File: src/rtl/seq_detect_param.sv
// seq_detect_param
// ----------------
// Serial bit-pattern detector for a compile-time PATTERN of N bits.
// PATTERN[N-1] is the first bit received. Every occurrence of the
// pattern in the accepted bit stream is flagged. Matches may overlap,
// or they may be consumed, under control of the run-time `overlap` input.
//
// Ports
//   clk        : rising-edge clock
//   clr        : asynchronous active-high reset of all state
//   en         : din is accepted on a rising edge only when en=1
//   din        : serial data bit
//   overlap    : 1 = a match restarts from the longest border of PATTERN,
//                0 = a match restarts from the empty prefix
//   count_clr  : synchronous clear of mcount / mcount_sat
//   dout       : Mealy match flag (combinational; asserted while the final
//                pattern bit is presented)
//   dout_q     : dout registered one cycle later
//   stat       : current prefix-match length k, 0..N-1
//   mcount     : saturating match counter
//   mcount_sat : high while mcount is all-ones
module seq_detect_param #(
  parameter int             N       = 4,
  parameter logic [N-1:0]   PATTERN = 4'b1101,
  parameter int             CNT_W   = 8
) (
  input  logic                    clk,
  input  logic                    clr,
  input  logic                    en,
  input  logic                    din,
  input  logic                    overlap,
  input  logic                    count_clr,
  output logic                    dout,
  output logic                    dout_q,
  output logic [$clog2(N)-1:0]    stat,
  output logic [CNT_W-1:0]        mcount,
  output logic                    mcount_sat
);

  localparam int SW = $clog2(N);

  // Length of the longest proper border of PATTERN: the largest j < N whose
  // first-received j bits equal its last-received j bits.
  function automatic int calc_border();
    int   best;
    logic ok;
    best = 0;
    for (int j = 1; j < N; j++) begin
      ok = 1'b1;
      for (int i = 0; i < j; i++) begin
        if (PATTERN[i] != PATTERN[N-j+i]) begin
          ok = 1'b0;
        end else begin
          ok = ok;
        end
      end
      if (ok) begin
        best = j;
      end else begin
        best = best;
      end
    end
    return best;
  endfunction

  localparam int            BORDER   = calc_border();
  localparam logic [SW-1:0] BORDER_K = SW'(BORDER);
  localparam logic [SW-1:0] K_LAST   = SW'(N - 1);
  localparam logic [SW-1:0] K_ZERO   = {SW{1'b0}};

  logic [SW-1:0]    k_q, k_d;
  logic [N-2:0]     hist_q, hist_d;
  logic [N-1:0]     win_s;
  logic             match_s;
  logic             match_acc_s;
  logic             ok_s;
  logic [SW-1:0]    adv_k_s;
  logic [CNT_W-1:0] mcount_q, mcount_d;
  logic             mcount_sat_q, mcount_sat_d;
  logic             dout_q_d;

  localparam logic [CNT_W-1:0] CNT_ONE  = {{(CNT_W-1){1'b0}}, 1'b1};
  localparam logic [CNT_W-1:0] CNT_ZERO = {CNT_W{1'b0}};

  // Candidate window and prefix search: win_s[0] is the bit being presented,
  // win_s[j-1:0] are the last j bits of the candidate string. A prefix of
  // length j only counts while j <= k+1, so bits older than the current
  // partial match (e.g. bits of a consumed match) never extend a prefix.
  always_comb begin
    win_s   = {hist_q, din};
    match_s = (k_q == K_LAST) && (win_s == PATTERN);
    adv_k_s = K_ZERO;
    ok_s    = 1'b0;
    for (int j = 1; j < N; j++) begin
      ok_s = 1'b1;
      for (int i = 0; i < j; i++) begin
        if (win_s[i] != PATTERN[N-j+i]) begin
          ok_s = 1'b0;
        end else begin
          ok_s = ok_s;
        end
      end
      if (ok_s && (j <= int'(k_q) + 1)) begin
        adv_k_s = SW'(j);
      end else begin
        adv_k_s = adv_k_s;
      end
    end
  end

  // State register: prefix length and bit history.
  always_ff @(posedge clk or posedge clr) begin
    if (clr) begin
      k_q    <= K_ZERO;
      hist_q <= {(N-1){1'b0}};
    end else begin
      k_q    <= k_d;
      hist_q <= hist_d;
    end
  end

  // Next-state logic: advance on an accepted bit, restart after a match.
  always_comb begin
    k_d    = k_q;
    hist_d = hist_q;
    if (en) begin
      hist_d = win_s[N-2:0];
      if (match_s) begin
        if (overlap) begin
          k_d = BORDER_K;
        end else begin
          k_d = K_ZERO;
        end
      end else begin
        k_d = adv_k_s;
      end
    end else begin
      k_d    = k_q;
      hist_d = hist_q;
    end
  end

  // Output logic: Mealy flag, masked by enable and by reset.
  always_comb begin
    dout        = match_s & en & ~clr;
    match_acc_s = match_s & en;
    stat        = k_q;
  end

  // Match counter next value: count_clr wins but still counts a coincident match.
  always_comb begin
    mcount_d = mcount_q;
    if (count_clr) begin
      if (match_acc_s) begin
        mcount_d = CNT_ONE;
      end else begin
        mcount_d = CNT_ZERO;
      end
    end else if (match_acc_s && !(&mcount_q)) begin
      mcount_d = mcount_q + CNT_ONE;
    end else begin
      mcount_d = mcount_q;
    end
    mcount_sat_d = &mcount_d;
    dout_q_d     = dout;
  end

  // Registered outputs: delayed match flag and counter with its saturation flag.
  always_ff @(posedge clk or posedge clr) begin
    if (clr) begin
      dout_q       <= 1'b0;
      mcount_q     <= CNT_ZERO;
      mcount_sat_q <= 1'b0;
    end else begin
      dout_q       <= dout_q_d;
      mcount_q     <= mcount_d;
      mcount_sat_q <= mcount_sat_d;
    end
  end

  assign mcount     = mcount_q;
  assign mcount_sat = mcount_sat_q;

endmodule
File: config.mk
export PLATFORM = sky130hd
export DESIGN_NAME = seq_detect_param
export DESIGN_NICKNAME = d
export VERILOG_FILES = /design/src/rtl/seq_detect_param.sv
export SDC_FILE = /design/constraint.sdc
export NUM_CORES = 1
export LEC_CHECK = 0
export CAP_MARGIN = 10
export CORE_ASPECT_RATIO = 1.2
export CORE_MARGIN = 2
export CORE_UTILIZATION = 25
export CTS_BUF_LIST = sky130_fd_sc_hd__clkbuf_8
export DETAILED_ROUTE_END_ITERATION = 12
export PLACE_DENSITY = 0.53
export SKIP_LAST_GASP = 1
export SYNTH_ARGS = -nofsm -noshare
export SYNTH_HDL_FRONTEND = slang
export SYNTH_SLANG_ARGS = --single-unit
File: constraint.sdc
create_clock -name clk -period 2.3 [get_ports clk]
set_clock_uncertainty 0.2 [all_clocks]
set_input_delay 0.345 -clock clk [delete_from_list [all_inputs] [get_ports clk]]
set_output_delay 0.345 -clock clk [all_outputs]
set_load 0.05 [all_outputs]
## Word level (Yosys, flattened, before mapping)

Index checks and enable logic that the tools add are counted.

- Register bits after elaboration: 15
- Input bits: 6

- Add/subtract/negate cells: 2
- $lt $le $gt $ge: 3
- Eq/ne operators: 2
- Multiplexer cells: 13
- Bitwise gates (word level): 3
- Reduce and logical (&&, ||, !) cells: 8

Operators by type and width:

| kind | count |
|---|---|
| 2-bit by 32-bit <= comparator with 1-bit output (first input constant) | 1 |
| 3-bit by 32-bit <= comparator with 1-bit output (first input constant) | 1 |
| 8-bit 2-to-1 mux | 2 |
| 8-bit AND reduction | 2 |
| 8-bit by 1-bit adder with 8-bit output (second input constant) | 1 |
| 1-bit 2-to-1 mux | 8 |
| 2-bit 2-to-1 mux | 3 |
| 1-bit logical AND | 5 |
| 4-bit == test (second input constant) | 1 |
| 2-bit by 1-bit adder with 3-bit output (second input constant) | 1 |
| 2-bit by 3-bit <= comparator with 1-bit output (first input constant) | 1 |
| 1-bit AND | 2 |
| 2-bit == test (second input constant) | 1 |
| 1-bit zero test | 1 |
| 1-bit inverter | 1 |

## Longest topological paths before layout

Gate-level depths: netlist (run 1).

- Depth in word-level cells: 7
- Gate-level depth with buffers: 6
- Mapped depth without buffers: 6

## Worst setup path after synthesis (run 1)

No wires, ideal clock.

- Path type: register to register
- Start: register mcount_q[0], in the netlist mcount[0]
- End: register mcount_sat_q, in the netlist mcount_sat
- Library setup time: 96 ps
- Arrival: 1969 ps
- Path slack: 36 ps
- Cell stages (with the launch flop): 7
- Clock period less this slack: 2264 ps
- Cells stage by stage: dfrtp_1 ha_1 nand4_1 o211ai_4 nor3_2 xnor2_1 nor4_2

- Longest elaborated chain between the ends: 6

Ends and longest elaborated chain:

| item | RTL line | text |
|---|---|---|
| from (decl) | 78 | `logic [CNT_W-1:0] mcount_q, mcount_d;` |
| from (signal assigned) | 176 | `mcount_q <= mcount_d;` |
| parallel branches: the longest is 3 deep, another holds 8-bit by 1-bit adder with 8-bit output | -- |  |
| 8-bit 2-to-1 mux (*) | 159 | `end else if (match_acc_s && !(&mcount_q)) begin` |
| 8-bit 2-to-1 mux (*) | 153 | `if (count_clr) begin` |
| 8-bit AND reduction (*) | 164 | `mcount_sat_d = &mcount_d;` |
| via mcount_sat_d | 79 | `logic mcount_sat_q, mcount_sat_d;` |
| to (signal assigned) | 177 | `mcount_sat_q <= mcount_sat_d;` |
| to (decl) | 79 |  |

Mark *: on every way through the listed nets, which the timed path passes.
A chain may end at the register's enable or synchronous reset.

## Worst setup path after layout (run 1)

- Start: input port en
- End: output port dout

- Longest elaborated chain between the ends: 2

Ends and longest elaborated chain:

| item | RTL line | text |
|---|---|---|
| from (decl) | 29 | `input logic en,` |
| 1-bit AND (2 in a row) | 145 | `dout = match_s & en & ~clr;` |
| to (decl) | 33 | `output logic dout,` |

No other way between the ends.

==> run_results.csv, run 1 <==
group,metric,value,unit
cells_and_area,stdcell_count,145,
floorplan,die_w,56.94,µm
synthesis,synth.avg_cell_area,10.38,µm²
routing,via_per_inst,4.903,
setup_path,path_max_fanout,8,
cells_and_area,utilization,0.3513,
setup_path,end_kind,"output pin",
routing,highest_layer,"met4",
floorplan,start_util,0.2563,
run,drv_cap,0,
sta,fin_crit_sh,0.9342,
clock_tree,cts_hold_buf,0,
floorplan,die-area,3845,µm²
synthesis,synth_top_area_share,0.4464,
synthesis,netlist.top_cell.by_area,"dfrtp_1",
clock_tree,cts_tree,"yes",
pwr,net-switching-power,0.1711,mW
synthesis,async_flop_share,1.000,
sta,hold_viol_final,0,
synthesis,syn-num-nets,88,
routing,ant_nets,0,
synthesis,synth_edf_count,0,
synthesis,yosysMostFrequentCell,"dfrtp_1",
setup_path,r2r_start,"mcount[0]",
setup_path,cpLargestDelayFamily,"simple AND/OR/NAND/NOR gates",
clock_tree,cts_buffer_depth,2,
setup_path,arrival,1.60,ns
routing,drc,0,
synthesis,seq_area_frac_synth,0.4464,
setup_path,cp_cell_sequence,"clkdlybuf4s50_1 -> and3_1 -> and3_2 -> buf_12",
synthesis,syn_area,840.8,µm²
synthesis,synth_area_leaders,"dfrtp_1 (45%), mux2_2 (5.4%), nor2_1 (4.0%)",
setup_path,reg2reg_slack,0.23,ns
sta,setup_viol,0,
setup_path,crit_end,"dout",
routing,drt_iter0_markers,26,
pwr,internal_power,0.4453,mW
placed_design,post-dp-hpwl,1511,µm
pwr,leakage,0.4805,nW
placed_design,gp_congestion,0.8280,
sta,max_freq,465.4,MHz
setup_path,worst-path-stages,4,
setup_path,worst_r2r_endpoint,"mcount_sat",
cells_and_area,drive_above_1_share,0.2222,
cells_and_area,final.fill_count,342,
clock_tree,ctsResizeCount,0,
synthesis,synth_cells,81,
global_route,grt_pass1_vias,761,
sta,worst_pin_slew,0.5052,ns
routing,dr_wl_met2,1049,µm
placed_design,port_buffers,18,
synthesis,yosys_warnings,0,
routing,wl_per_cell,13.73,µm
cells_and_area,area_growth,37.05,%
placed_design,dp_cells,141,
synthesis,ys_ff_latch,15,
setup_path,ff2ff_path_depth,6,
global_route,grt_overflow,0,
sta,drv_slew,0,
setup_path,critical_path_class,"primary input to output pin",
floorplan,coreArea,3281,µm²
worst_hold_path,hold_path_class,"primary input to async pin",
pwr,pwr-share-comb,0.177,
synthesis,synth_cell_types,32,
synthesis,synth_commonest_cells,"dfrtp_1 (15), nor2_1 (9), nand2_1 (8)",
sta,rsz0062_at_grt,"no",
floorplan,num_rows,23,
sta,tns,0,ns
clock_tree,cts_max_level,1,
routing,drtPass1Iterations,4,
floorplan,die-height,67.53,µm
clock_tree,numCtsBuffers,3,
clock_tree,path_clk_slew,0.06,ns
global_route,grt_max_degree,16,
setup_path,cp_slowest_cell,"clkdlybuf4s50_1",
synthesis,synthFlopType,"dfrtp_1",
global_route,grt_pass1_wl,3325,µm
pwr,seq_power_share,0.481,
cells_and_area,nets,116,
sta,setup_ws,0.1513,ns
pwr,switching_share,0.2776,
floorplan,ioPinCount,19,
clock_tree,cts-root-buf,"clkbuf_8",
setup_path,crit_path_start,"en",
setup_path,crit_path_max_incr_delay,0.48,ns
routing,vias,711,
pwr,vdd_drop_max,0.0002873,V
cells_and_area,diodes,0,
global_route,antenna_found_initial,0,
setup_path,cp-start-kind,"primary input",
routing,wl_met1,810,µm
sta,relSlewSlack,0.6622,
pwr,p_clk_frac,0.342,
clock_tree,insertion_delay,0.24,ns
routing,drt_wl_total,1991,µm
global_route,grt_usage,0.1137,
setup_path,cp.required,1.75,ns
sta,period_needed,2.149,ns
routing,wl_met3,103,µm
placed_design,place_ws,0.02426,ns
pwr,powerDensity,534.9,nW/µm²
pwr,power,0.6164,mW
setup_path,critPathBufInv,2,
clock_tree,cts_sinks,15,
clock_tree,cts_setup_buffers,0,
run_status,outcome,"finished clean",
-- layout by cell type (no fill, tap or decap), drive strengths merged --
| cell | n |
|---|---|
| mux2i | 1 |
| and4 | 1 |
| and2 | 1 |
| and4b | 2 |
| buf | 9 |
| nor4 | 2 |
| o211a | 1 |
| a311oi | 1 |
| inv | 2 |
| a21oi | 4 |
| ha | 1 |
| o211ai | 1 |
| nor3 | 2 |
| nand3b | 2 |
| nor3b | 1 |
| clkinv | 1 |
| nand4 | 2 |
| o21ai | 5 |
| nand2 | 8 |
| a31oi | 2 |
| clkdlybuf4s50 | 17 |
| mux2 | 4 |
| clkbuf | 3 |
| nor2 | 9 |
| a211oi | 1 |
| and3 | 3 |
| dfrtp | 15 |
| nand3 | 3 |
| a41oi | 1 |
| xnor2 | 2 |
| or3 | 1 |
-- worst min-delay path by stage --
stage	endpoint	slack, ns	cells past startpoint
floorplan	dout_q	0.05	1
global placement	hist_q[2]	0.29	1
detailed placement	hist_q[2]	0.30	1
CTS	mcount[2]	0.24	3
global route	mcount[4]	0.26	3
finish	mcount[2]	0.23	3
-- per-stage QoR --
stage               hold slack, ns  cell area [µm²]
floorplan                  0.05136            840.8
global placement            0.2908             1106
detailed placement          0.2992             1106
CTS                         0.2370             1152
global route                0.2613             1152
finish                      0.2335             1152
-- cell families (layout without fill, tap and decap cells) --
| family | after synthesis | in the layout | share of synthesized area |
|---|---|---|---|
| AOI/OAI and AO/OA | 16 | 16 | 0.1354 |
| muxes | 5 | 5 | 0.06547 |
| and+or+nand+nor | 37 | 37 | 0.2708 |
| xor gates and xnor gates | 2 | 2 | 0.02084 |
| buffers and inverters | 5 | 32 | 0.04613 |
| DFF | 15 | 15 | 0.4464 |
| adders and majority gates | 1 | 1 | 0.01488 |
-- per-layer routing --
layer  vias to the layer above  GRT usage
li1                        350          -
met1                       341     0.1250
met2                        18     0.2040
met3                         2    0.01724
met4                         0    0.07267
met5                         -          0
-- layout make-up --
class                           count  area (µm²)  area share
Multi-Input combinational cell     61       426.7      0.3702
Sequential cell                    15       375.4      0.3257
Timing Repair Buffer               26       250.2      0.2172
Tap cell                           37       46.29     0.04017
Clock buffer                        3       41.29     0.03583
Inverter                            2       7.507    0.006515
Clock inverter                      1       5.005    0.004343
-- tightest hold or removal path, delay by kind of cell --
kind	cells	cell delay, ns
buffers and inverters	3	0.69
-- registers in the layout, summed over array words and instances, names as in the netlist --
| name | flops |
|---|---|
| mcount_sat | 1 |
| hist_q | 3 |
| mcount | 8 |
| stat | 2 |
| dout_q | 1 |
-- power by group through the flow --
stage               clock (mW)  combinational, mW  sequential, mW
floorplan                    0             0.0438           0.327
global placement             0              0.109           0.300
detailed placement           0              0.110           0.302
CTS                      0.220              0.110           0.297
global route             0.231              0.118           0.299
finish                   0.211              0.109           0.296
Note: power is estimated with default switching activity, not from simulation.
==> run 2: changes to the inputs <==
CTS_BUF_LIST = sky130_fd_sc_hd__clkbuf_4   (was sky130_fd_sc_hd__clkbuf_8)
==> run 2 against run 1 <==
  * Register-to-register slack about the same
  * Utilization is 0.57 points lower
  * Highest routed layer unchanged
  * Routed wire length up 0.65%
==> run_results.csv, run 2 (synthesis gave the netlist of run 1 again) <==
group,metric,value,unit
pwr,leakage,0.4727,nW
global_route,grt_usage,0.1133,
pwr,powerDensity,492.3,nW/µm²
floorplan,start_util,0.2563,
clock_tree,cts_max_level,1,
sta,setup_ws,0.1249,ns
sta,hold_viol_final,0,
clock_tree,cts_buffer_depth,2,
sta,whs,0.1851,ns
floorplan,die-area,3845,µm²
sta,relSlewSlack,0.6622,
floorplan,ioPinCount,19,
routing,wl_per_cell,13.82,µm
floorplan,coreArea,3281,µm²
global_route,antenna_found_initial,0,
placed_design,place_ws,0.02426,ns
run_status,outcome,"finished clean",
clock_tree,cts_sinks,15,
setup_path,cp_slowest_cell,"and4b_1",
cells_and_area,final_cell_area,1134,µm²
cells_and_area,diodes,0,
routing,via_per_inst,5.138,
run,drv_cap,0,
pwr,power,0.5581,mW
routing,drt_wl_total,2004,µm
setup_path,cp.required,1.75,ns
sta,max_freq,459.7,MHz
placed_design,place_area,1106,µm²
setup_path,cpLargestDelayFamily,"simple AND/OR/NAND/NOR gates",
placed_design,post-dp-hpwl,1511,µm
global_route,grt_pass1_vias,769,
placed_design,port_buffers,18,
clock_tree,path_clk_slew,0.09,ns
routing,drc,0,
setup_path,ff2ff_path_depth,6,
cells_and_area,area_growth,34.82,%
placed_design,gp_congestion,0.8280,
floorplan,die_w,56.94,µm
cells_and_area,mostFrequentLayoutCells,"clkdlybuf4s50_1 (17), dfrtp_1 (15), nor2_1 (9)",
sta,setup_viol,0,
floorplan,die-height,67.53,µm
placed_design,dp_cells,141,
cells_and_area,drive_above_1_share,0.2222,
sta,fin_crit_sh,0.9457,
setup_path,critPathBufInv,1,
routing,drtPass1Iterations,4,
global_route,grt_max_degree,16,
pwr,vdd_drop_max,0.0002640,V
routing,ant_nets,0,
setup_path,arrival,1.63,ns
cells_and_area,utilization,0.3455,
clock_tree,cts_tree,"yes",
setup_path,cp-start-kind,"flip-flop",
floorplan,num_rows,23,
clock_tree,cts_setup_buffers,0,
setup_path,critical_path_class,"flip-flop to output pin",
setup_path,path_max_fanout,8,
sta,period_needed,2.175,ns
cells_and_area,largest_reg_flops,8,
clock_tree,cts-root-buf,"clkbuf_4",
global_route,grt_pass1_wl,3312,µm
clock_tree,insertion_delay,0.29,ns
cells_and_area,nets,116,
global_route,grt_overflow,0,
sta,worst_pin_slew,0.5052,ns
sta,tns,0,ns
routing,drt_iter0_markers,19,
clock_tree,cts_hold_buf,0,
setup_path,worst-path-stages,3,
worst_hold_path,hold_path_class,"primary input to async pin",
cells_and_area,final_common_cell,"clkdlybuf4s50_1",
routing,vias,745,
sta,drv_slew,0,
cells_and_area,stdcell_count,145,
setup_path,crit_path_max_incr_delay,0.49,ns
setup_path,cp_cell_sequence,"and4b_1 -> and3_2 -> buf_12",
clock_tree,ctsResizeCount,0,
setup_path,end_kind,"output pin",
sta,rsz0062_at_grt,"no",
clock_tree,numCtsBuffers,3,
==> run 2: cell counts in the layout (fill, tap and decap cells not counted) <==
No cell type changed its count.
==> run 2: metal layers <==
metal	track usage	wire length, µm
met4	0.07558	52
met5	0	0
met3	0.01916	82
met2	0.2026	1036
met1	0.1226	833
==> run 2: where the power goes <==
group	total [mW]	leakage, nW	internal, mW	switching, mW
Sequential	0.296	0.200	0.280	0.0161
Combinational	0.109	0.255	0.0453	0.0640
Clock	0.153	0.0177	0.0647	0.0883
Total	0.558	0.473	0.390	0.168
==> run 2: final timing paths <==
kind | to | from | slack [ns]
max in group asynchronous | mcount_sat | clr | 1.54
min reg2reg | hist_q[2] | hist_q[2] | 0.31
max | dout | hist_q[0] | 0.12
min | mcount[2] | clr | 0.19
min in group clk | hist_q[2] | hist_q[2] | 0.31
max reg2reg | mcount_sat | mcount[0] | 0.22
==> run 2: final cells by class <==
type	instances	area, µm²
clock buffer	3	22.52
clock inverter	1	5.005
fill	345	2147
inverter	2	7.507
multi-input combinational	61	426.7
sequential	15	375.4
tap	37	46.29
timing repair buffer	26	250.2
==> run 2: worst register-to-register path, cell delays in order, from the launching register on <==
cell and delay [ns]:
dfrtp_1 0.46, ha_1 0.28, and4_1 0.24, and4b_1 0.19
a211oi_1 0.33, nand4_1 0.14, nor4_2 0.15
==> run 3: changes to the inputs <==
CTS_CLUSTER_SIZE = 30   (was not set)
==> results of run 3 <==
Same layout as run 2: the final DEF is identical, and so are final timing and power.
